`config.mk`:
```
export PLATFORM = sky130hd
export DESIGN_NAME = alu_share_ctrl
export DESIGN_NICKNAME = d
export VERILOG_FILES = /design/src/rtl/alu_share_ctrl.sv
export SDC_FILE = /design/constraint.sdc
export NUM_CORES = 1
export LEC_CHECK = 0
export ABC_AREA = 1
export BUFFER_PORTS_ARGS = -buffer_cell sky130_fd_sc_hd__buf_4
export CAP_MARGIN = 10
export CORE_MARGIN = 1.5
export CORE_UTILIZATION = 42
export CTS_CLUSTER_DIAMETER = 30
export DETAILED_ROUTE_END_ITERATION = 8
export PLACE_DENSITY = 0.9
export SKIP_LAST_GASP = 1
export SLEW_MARGIN = 20
export SYNTH_ARGS = -nofsm -noshare
export SYNTH_HDL_FRONTEND = slang
export SYNTH_SLANG_ARGS = --single-unit
```
`constraint.sdc`:
```
create_clock -name CLK -period 2.3 [get_ports CLK]
set_input_delay 0.23 -clock CLK [delete_from_list [all_inputs] [get_ports CLK]]
set_output_delay 0.23 -clock CLK [all_outputs]
set_load 0.02 [all_outputs]
```
`src/rtl/alu_share_ctrl.sv`:
```
// alu_share_ctrl: shares one ALU among NREQ requesters with round-robin grants,
// issues each legal command, waits a command-dependent latency, then returns
// the captured result and flags to the granted requester.
module alu_share_ctrl #(
  parameter int unsigned DW      = 8,
  parameter int unsigned CW      = 4,
  parameter int unsigned NREQ    = 4,
  parameter int unsigned IDW     = $clog2(NREQ),
  parameter int unsigned LAT     = 2,
  parameter int unsigned MUL_LAT = 3
) (
  input  logic               CLK,
  input  logic               RST,
  input  logic [NREQ-1:0]    req_valid,
  output logic [NREQ-1:0]    req_ready,
  input  logic [NREQ*DW-1:0] req_opa,
  input  logic [NREQ*DW-1:0] req_opb,
  input  logic [NREQ*CW-1:0] req_cmd,
  input  logic [NREQ-1:0]    req_mode,
  input  logic [NREQ-1:0]    req_cin,
  output logic               rsp_valid,
  input  logic               rsp_ready,
  output logic [IDW-1:0]     rsp_id,
  output logic [DW+1:0]      rsp_res,
  output logic [5:0]         rsp_flags,
  output logic               rsp_illegal,
  output logic               alu_rst,
  output logic               alu_ce,
  output logic [1:0]         alu_inp_valid,
  output logic [DW-1:0]      alu_opa,
  output logic [DW-1:0]      alu_opb,
  output logic [CW-1:0]      alu_cmd,
  output logic               alu_mode,
  output logic               alu_cin,
  input  logic [DW+1:0]      alu_res,
  input  logic               alu_cout,
  input  logic               alu_oflow,
  input  logic               alu_g,
  input  logic               alu_e,
  input  logic               alu_l,
  input  logic               alu_err,
  output logic               busy
);

  localparam int unsigned MAXLAT = (LAT > MUL_LAT) ? LAT : MUL_LAT;
  localparam int unsigned CNTW   = $clog2(MAXLAT + 1);

  typedef enum logic [1:0] {IDLE = 2'd0, ISSUE = 2'd1, WAIT = 2'd2, RESP = 2'd3} state_t;

  state_t          state, state_d;
  logic [IDW-1:0]  ptr, ptr_d;
  logic [CNTW-1:0] cnt, cnt_d;
  logic [DW-1:0]   opa_d, opb_d;
  logic [CW-1:0]   cmd_d;
  logic            mode_d, cin_d, ce_d, rv_d, ill_d, busy_d;
  logic [1:0]      iv_d;
  logic [IDW-1:0]  id_d;
  logic [DW+1:0]   res_d;
  logic [5:0]      flags_d;

  logic [DW-1:0]   opa_arr [NREQ];
  logic [DW-1:0]   opb_arr [NREQ];
  logic [CW-1:0]   cmd_arr [NREQ];
  logic            gnt_found, grant, legal, is_mul;
  logic [IDW-1:0]  gnt_id;
  int unsigned     idx;

  for (genvar gi = 0; gi < NREQ; gi++) begin : g_unpack
    assign opa_arr[gi] = req_opa[gi*DW +: DW];
    assign opb_arr[gi] = req_opb[gi*DW +: DW];
    assign cmd_arr[gi] = req_cmd[gi*CW +: CW];
  end

  // Round-robin search: first valid requester at or after the pointer.
  always_comb begin
    idx       = 0;
    gnt_found = 1'b0;
    gnt_id    = '0;
    for (int unsigned i = 0; i < NREQ; i++) begin
      idx = (32'(ptr) + i) % NREQ;
      if (!gnt_found && req_valid[IDW'(idx)]) begin
        gnt_found = 1'b1;
        gnt_id    = IDW'(idx);
      end
    end
  end

  assign grant  = (state == IDLE) && !alu_rst && gnt_found;
  assign legal  = req_mode[gnt_id] ? (cmd_arr[gnt_id] <= CW'(10)) : (cmd_arr[gnt_id] <= CW'(13));
  assign is_mul = alu_mode && ((alu_cmd == CW'(9)) || (alu_cmd == CW'(10)));

  // One-hot grant pulse; the request is consumed in the cycle it is shown.
  always_comb begin
    req_ready = '0;
    if (grant) req_ready[gnt_id] = 1'b1;
  end

  // Next-state and next-output decode.
  always_comb begin
    state_d = state;
    ptr_d   = ptr;
    cnt_d   = cnt;
    opa_d   = alu_opa;
    opb_d   = alu_opb;
    cmd_d   = alu_cmd;
    mode_d  = alu_mode;
    cin_d   = alu_cin;
    id_d    = rsp_id;
    ce_d    = 1'b0;
    iv_d    = 2'b00;
    rv_d    = rsp_valid;
    res_d   = rsp_res;
    flags_d = rsp_flags;
    ill_d   = rsp_illegal;
    case (state)
      IDLE: begin
        if (grant) begin
          id_d  = gnt_id;
          ptr_d = (gnt_id == IDW'(NREQ - 1)) ? '0 : gnt_id + IDW'(1);
          if (legal) begin
            opa_d   = opa_arr[gnt_id];
            opb_d   = opb_arr[gnt_id];
            cmd_d   = cmd_arr[gnt_id];
            mode_d  = req_mode[gnt_id];
            cin_d   = req_cin[gnt_id];
            ce_d    = 1'b1;
            iv_d    = 2'b11;
            ill_d   = 1'b0;
            state_d = ISSUE;
          end else begin
            rv_d    = 1'b1;
            ill_d   = 1'b1;
            res_d   = '0;
            flags_d = '0;
            state_d = RESP;
          end
        end
      end
      ISSUE: begin
        ce_d    = 1'b1;
        cnt_d   = is_mul ? CNTW'(MUL_LAT - 1) : CNTW'(LAT - 1);
        state_d = WAIT;
      end
      WAIT: begin
        if (cnt == '0) begin
          rv_d    = 1'b1;
          res_d   = alu_res;
          // Undriven or unknown flags read as 0.
          flags_d = {alu_cout === 1'b1, alu_oflow === 1'b1, alu_g === 1'b1,
                     alu_e === 1'b1, alu_l === 1'b1, alu_err === 1'b1};
          state_d = RESP;
        end else begin
          ce_d  = 1'b1;
          cnt_d = cnt - CNTW'(1);
        end
      end
      RESP: begin
        if (rsp_ready) begin
          rv_d    = 1'b0;
          state_d = IDLE;
        end
      end
      default: state_d = IDLE;
    endcase
    busy_d = (state_d != IDLE);
  end

  // State and registered outputs; alu_rst trails reset by one cycle.
  always_ff @(posedge CLK) begin
    if (!RST) begin
      state         <= IDLE;
      ptr           <= '0;
      cnt           <= '0;
      alu_rst       <= 1'b1;
      alu_ce        <= 1'b0;
      alu_inp_valid <= 2'b00;
      alu_opa       <= '0;
      alu_opb       <= '0;
      alu_cmd       <= '0;
      alu_mode      <= 1'b0;
      alu_cin       <= 1'b0;
      rsp_valid     <= 1'b0;
      rsp_id        <= '0;
      rsp_res       <= '0;
      rsp_flags     <= '0;
      rsp_illegal   <= 1'b0;
      busy          <= 1'b0;
    end else begin
      state         <= state_d;
      ptr           <= ptr_d;
      cnt           <= cnt_d;
      alu_rst       <= 1'b0;
      alu_ce        <= ce_d;
      alu_inp_valid <= iv_d;
      alu_opa       <= opa_d;
      alu_opb       <= opb_d;
      alu_cmd       <= cmd_d;
      alu_mode      <= mode_d;
      alu_cin       <= cin_d;
      rsp_valid     <= rv_d;
      rsp_id        <= id_d;
      rsp_res       <= res_d;
      rsp_flags     <= flags_d;
      rsp_illegal   <= ill_d;
      busy          <= busy_d;
    end
  end

endmodule

```
After elaboration in Yosys (flattened, before gate mapping) --
Index checks and enable logic that the tools add are counted.
Storage, ports and cells: flip-flop bits (word level) 53, bits of input ports 111, output and inout bits 51, logic and storage cells 135
Operators by class: add/subtract/negate cells 5, $lt $le $gt $ge 9, equality and inequality tests 17, muxes and demuxes 62, bitwise operators 1, reductions and logical operators 24
Operators with widths (number):
- 8-bit binary-select mux with 2-bit select | 2
- 8-bit 2-to-1 mux | 4
- 10-bit 2-to-1 mux | 3
- 2-bit 2-to-1 mux | 12
- 1-bit 2-to-1 mux | 21
- 10-bit case mux with 2 select lines | 1
- 6-bit 2-to-1 mux | 3
- 2-bit by 3-bit less-than comparator with 1-bit output (second input constant) | 5
- 1-bit binary-select mux with 2-bit select | 6
- 4-bit 2-to-1 mux | 3
- 6-bit case mux with 2 select lines | 1
- 2-bit != test (second input constant) | 5
- 4-bit binary-select mux with 2-bit select | 1
- 4-bit == test (second input constant) | 2
- 4-bit less-or-equal comparator (second input constant) | 2
- 2-bit case mux with 4 select lines | 1
- 1-bit logical AND | 7
- 2-bit == test (second input constant) | 3
- 1-bit === test (second input constant) | 6
- 1-bit case mux with 3 select lines | 2
- 3-bit AND reduction | 2
- 2-bit nonzero test | 3
- 5-bit AND reduction | 1
- 2-bit by 1-bit adder with 2-bit output (second input constant) | 2
- 14 further kinds | 20

Logic depth before layout (Yosys ltp) --
word-level depth 22, gate-level depth with buffers 21, gate-level depth less buffers 21

Worst setup path after synthesis --
No wires, ideal clock.
kind register -> output, start register ptr[0], end output req_ready[0], data arrival time 2.112 ns, required time 2.070 ns, slack -0.042 ns, cell stages (with the launch flop) 14, cells stage by stage dfxtp_1 > buf_6 > nand2_2 > nand3_1 > nand2_1 > inv_1 > a21oi_1 > nand2_2 > nand2_4 > buf_6 > clkbuf_1 > ha_1 > inv_1 > nor2_1
On the way: cells in the longest elaborated chain, start to end 17, elaborated cells between the ends (all ways) 32, those cells by class add/sub (3); order compare (2); mux (19); reduce/logical (8)
Ends and longest elaborated chain:
- start, declared | RTL line 51 | logic [IDW-1:0] ptr, ptr_d;
- start signal, assigned | RTL line 190 | ptr <= ptr_d;
- branches (longest 16 deep; another with 2-bit by 3-bit less-than comparator with 1-bit output)
- 4-bit 2-to-1 mux * | RTL line 95 | if (grant) req_ready[gnt_id] = 1'b1;
- end, declared | RTL line 15 | output logic [NREQ-1:0] req_ready,
Mark *: on every way between the ends. The select of a mux whose other input is x is not followed.

Final worst setup path --
start register ptr[0], end register rsp_res[8]
On the way: cells in the longest elaborated chain, start to end 20, elaborated cells between the ends (all ways) 38, those cells by class add/sub (3); order compare (2); eq/ne (2); mux (22); bitwise (1); reduce/logical (8)
Ends and longest elaborated chain:
- branches (longest 19 deep; another with 2-bit by 1-bit adder with 2-bit output)
- 4-bit AND reduction (no line) *
- end signal, assigned | RTL line 202 | rsp_res <= res_d;
- end, declared | RTL line 24 | output logic [DW+1:0] rsp_res,
Marked as above. A chain may end at the register's enable or synchronous reset.

==> flow_metrics.py <==
metrics = {
    "synth": {
        "synth_top_area_cell": "dfxtp_1",
        "ys_seq_area_share_pct": 32.76,
        "syn_avg_cell_area_um2": 6.420,
        "ys_top_cells_by_area": "dfxtp_1 (33%), nand2_1 (18%), nor2_1 (8.3%)",
        "synthDistinctLibCells": 35,
        "synthCells": 495,
        "synth-warning-count": 0,
        "yosys_register_bits": 52,
        "synth_top_area_share_pct": 32.76,
        "synth_area_um2": 3178,
        "syn_nets": 611,
    },
    "grt": {
        "grt_max_degree": 38,
        "grtUsageTotal_pct": 28.81,
        "antenna_found_initial": 0,
        "grt_pass1_wl_mm": 19.39,
        "grt_overflow": 0,
        "grt_pass1_vias": 4337,
    },
    "sta": {
        "rsz0062_at_grt": "true",
        "setup_viol": 48,
        "drv_slew": 0,
        "finalWorstSetupSlack_ns": -0.3801,
        "max_freq_ghz": 0.3731,
        "final-hold-violation-count": 0,
        "setup_tns_ns": -14.67,
        "skew_ns": 0.005547,
        "finalCritPeriodShare_pct": 116.5,
        "fin_crit_ns": 2.680,
        "worstMarginPinSlew_ns": 0.7169,
        "whs_ns": 0.2303,
        "slew_headroom_pct": 52.09,
    },
    "clocking": {
        "insertion_delay_ns": 0.30,
        "cts-htree-levels": 2,
        "hold_buffers": 0,
        "clk_transition_reported_paths_ns": 0.10,
        "cts.sinks": 52,
        "numCtsBuffers": 5,
        "cts_tree": "done",
        "cts-root-buf": "clkbuf_8",
        "clock_path_buffers": 2,
    },
    "place": {
        "place.gp.congestion": 0.8734,
        "pre_cts_ws_ns": -0.2777,
        "io_buffer_count": 161,
        "dpl_cell_area_um2": 4607,
        "hpwl_mm": 7.792,
        "dp_cells": 754,
    },
    "cells_and_area": {
        "drive_gt1_share_pct": 46.54,
        "diodes": 0,
        "nNetsFinal": 809,
        "final_core_util_pct": 75.96,
        "fin_area_um2": 5539,
        "fill_cells": 507,
        "syn_to_final_growth_pct": 74.29,
        "instances_no_fill": 793,
    },
    "routing": {
        "wl_met2_mm": 6.400,
        "highest_layer": "met4",
        "post_drt_wl_per_cell_um": 15.80,
        "routed-via-count": 4286,
        "met3_length_um": 944,
        "drt_wl_total_mm": 12.53,
        "drc_errors": 0,
        "ant_nets": 0,
        "wl_met1_mm": 4.450,
        "drt_iter0_drc": 182,
        "routed_via_density": 5.405,
        "drt_first_pass_iters": 5,
    },
    "setup_path": {
        "slowest_delay_ns": 0.40,
        "r2r_cells": 17,
        "crit_cells": 17,
        "slowest_stage": "dfxtp_4",
        "criticalPathCategory": "flop to flop",
        "cp-start-kind": "flop",
        "end_kind": "flop",
        "worstPathMaxFanout": 10,
        "cp_data_arrival_time_ns": 2.88,
        "cp_top_family": "simple AND/OR/NAND/NOR gates",
        "cp_cell_sequence": "buf_12 > nand2_2 > nand2_2 > nand2_4 > nand2_4 > nor2_4 > nand3_2 > nand3_1 > nand2_4 > buf_12 > nor2_1 > o21ai_1 > nand2_2 > nand4_4 > clkbuf_16 > a21boi_1 > nor2_1",
        "cp_num_buf_inv": 3,
        "worstPathRequired_ns": 2.50,
    },
    "die": {
        "ios": 162,
        "fp.coreArea_um2": 7292,
        "die_h_um": 89.99,
        "die_x_um": 89.99,
        "initial_core_util_pct": 43.58,
        "rows": 31,
        "dieArea_um2": 8097,
    },
    "power": {
        "pwr-share-seq_pct": 14.7,
        "comb_power_share_pct": 79.3,
        "p_per_area_nw_per_um2": 1601,
        "p_total_mw": 8.868,
        "p_sw_share_pct": 50.41,
        "internal_power_mw": 4.398,
        "pwr-share-clk_pct": 6.0,
        "leakagePower_nw": 2.744,
        "ir_worst_vdd_uv": 1104,
        "switchingPower_mw": 4.470,
    },
    "outcome": {
        "failed_checks": "negative setup slack",
        "outcome": "complete, but fails checks",
    },
    "min_path": {
        "hold_class": "input port to flop",
        "min_path_cells": 5,
    },
    "flow_run": {
        "cap_violations": 0,
    },
}
-- placed cells by master (no fill, tap or decap), drive strengths merged --
cell / instances
a21oi: 15
a32o: 6
or2: 1
dfxtp: 52
clkbuf: 8
clkinv: 2
nor2: 71
o22ai: 11
a21boi: 11
nand3b: 13
nand3: 34
o21bai: 1
ha: 5
a31oi: 1
a211oi: 1
inv: 42
nand4: 1
buf: 212
o21ai: 40
nand2: 163
clkinvlp: 1
a221oi: 1
o211ai: 2
-- flip-flops by register name, summed over array words and instances, names as in the netlist, 2 cells and up --
signal     count
alu_opb        8
alu_cmd        4
ptr            2
state          2
rsp_res       10
alu_opa        8
rsp_flags      6
cnt            2
rsp_id         2
-- final cells by class --
| cell class | count | area [um^2] | area share [%] |
|---|---|---|---|
| Tap cell | 99 | 123.9 | 2.236 |
| Sequential cell | 52 | 1046 | 18.88 |
| Timing Repair inverter | 2 | 22.52 | 0.4066 |
| Clock buffer | 6 | 72.57 | 1.310 |
| Multi-Input combinational cell | 377 | 2287 | 41.29 |
| Timing Repair Buffer | 214 | 1784 | 32.21 |
| Clock inverter | 2 | 16.27 | 0.2937 |
| Inverter | 41 | 186.4 | 3.366 |
-- power by group through the flow --
stage,Sequential [mW],Clock (mW),Combinational [mW]
floorplan,1.49,0,2.99
global placement,1.28,0,4.56
detailed placement,1.28,0,4.76
CTS,1.28,0.531,6.12
global route,1.32,0.563,7.58
finish,1.30,0.531,7.04
-- kinds of logic after synthesis --
kind of cell             count (synthesis)  synth area share, %
AO/OA/AOI/OAI                           89                16.89
adder cells (fa/ha/maj)                  5                1.969
buffers and inverters                   68                10.16
flip-flops                              52                32.76
AND/OR/NAND/NOR                        281                38.23
-- synth_stat cells, drive strengths merged --
cell,n
a221oi,1
clkinv,1
o211ai,2
o22ai,11
dfxtp,52
nor2,71
o21ai,40
clkbuf,13
nand3b,13
buf,14
nand3,34
a21oi,15
a211oi,1
inv,40
or2,1
a21boi,11
ha,5
nand2,161
a32o,6
nand4,1
o21bai,1
a31oi,1
-- per-layer routing --
layer	up-vias	GRT usage [%]
li1	1999	-
met4	0	15.34
met1	1982	30.55
met5	-	0
met2	242	52.93
met3	63	6.345
-- timing repair --
action                     4_1_cts  5_1_grt
gates resized for setup        117       41
setup buffers                   17        7
setup endpoints to repair       49       48
cloned                           6        2
pin swaps                       27       38
-- path summary, 6_finish.rpt --
| check | start | endpoint | slack [ns] |
|---|---|---|---|
| max | ptr[0]$_SDFFE_PN0P_ | rsp_res[8]$_SDFFE_PN0P_ | -0.38 |
| min reg2reg | alu_opb[5]$_SDFFE_PN0P_ | alu_opb[5]$_SDFFE_PN0P_ | 0.46 |
| min | alu_res[6] | rsp_res[6]$_SDFFE_PN0P_ | 0.23 |
| max reg2reg | ptr[0]$_SDFFE_PN0P_ | rsp_res[8]$_SDFFE_PN0P_ | -0.38 |
-- worst min-delay path, delay by kind of cell --
family	cells	cell delay (ns)
simple gates	4	0.20
buf+inv	1	0.08
(Power assumes the default switching activity.)
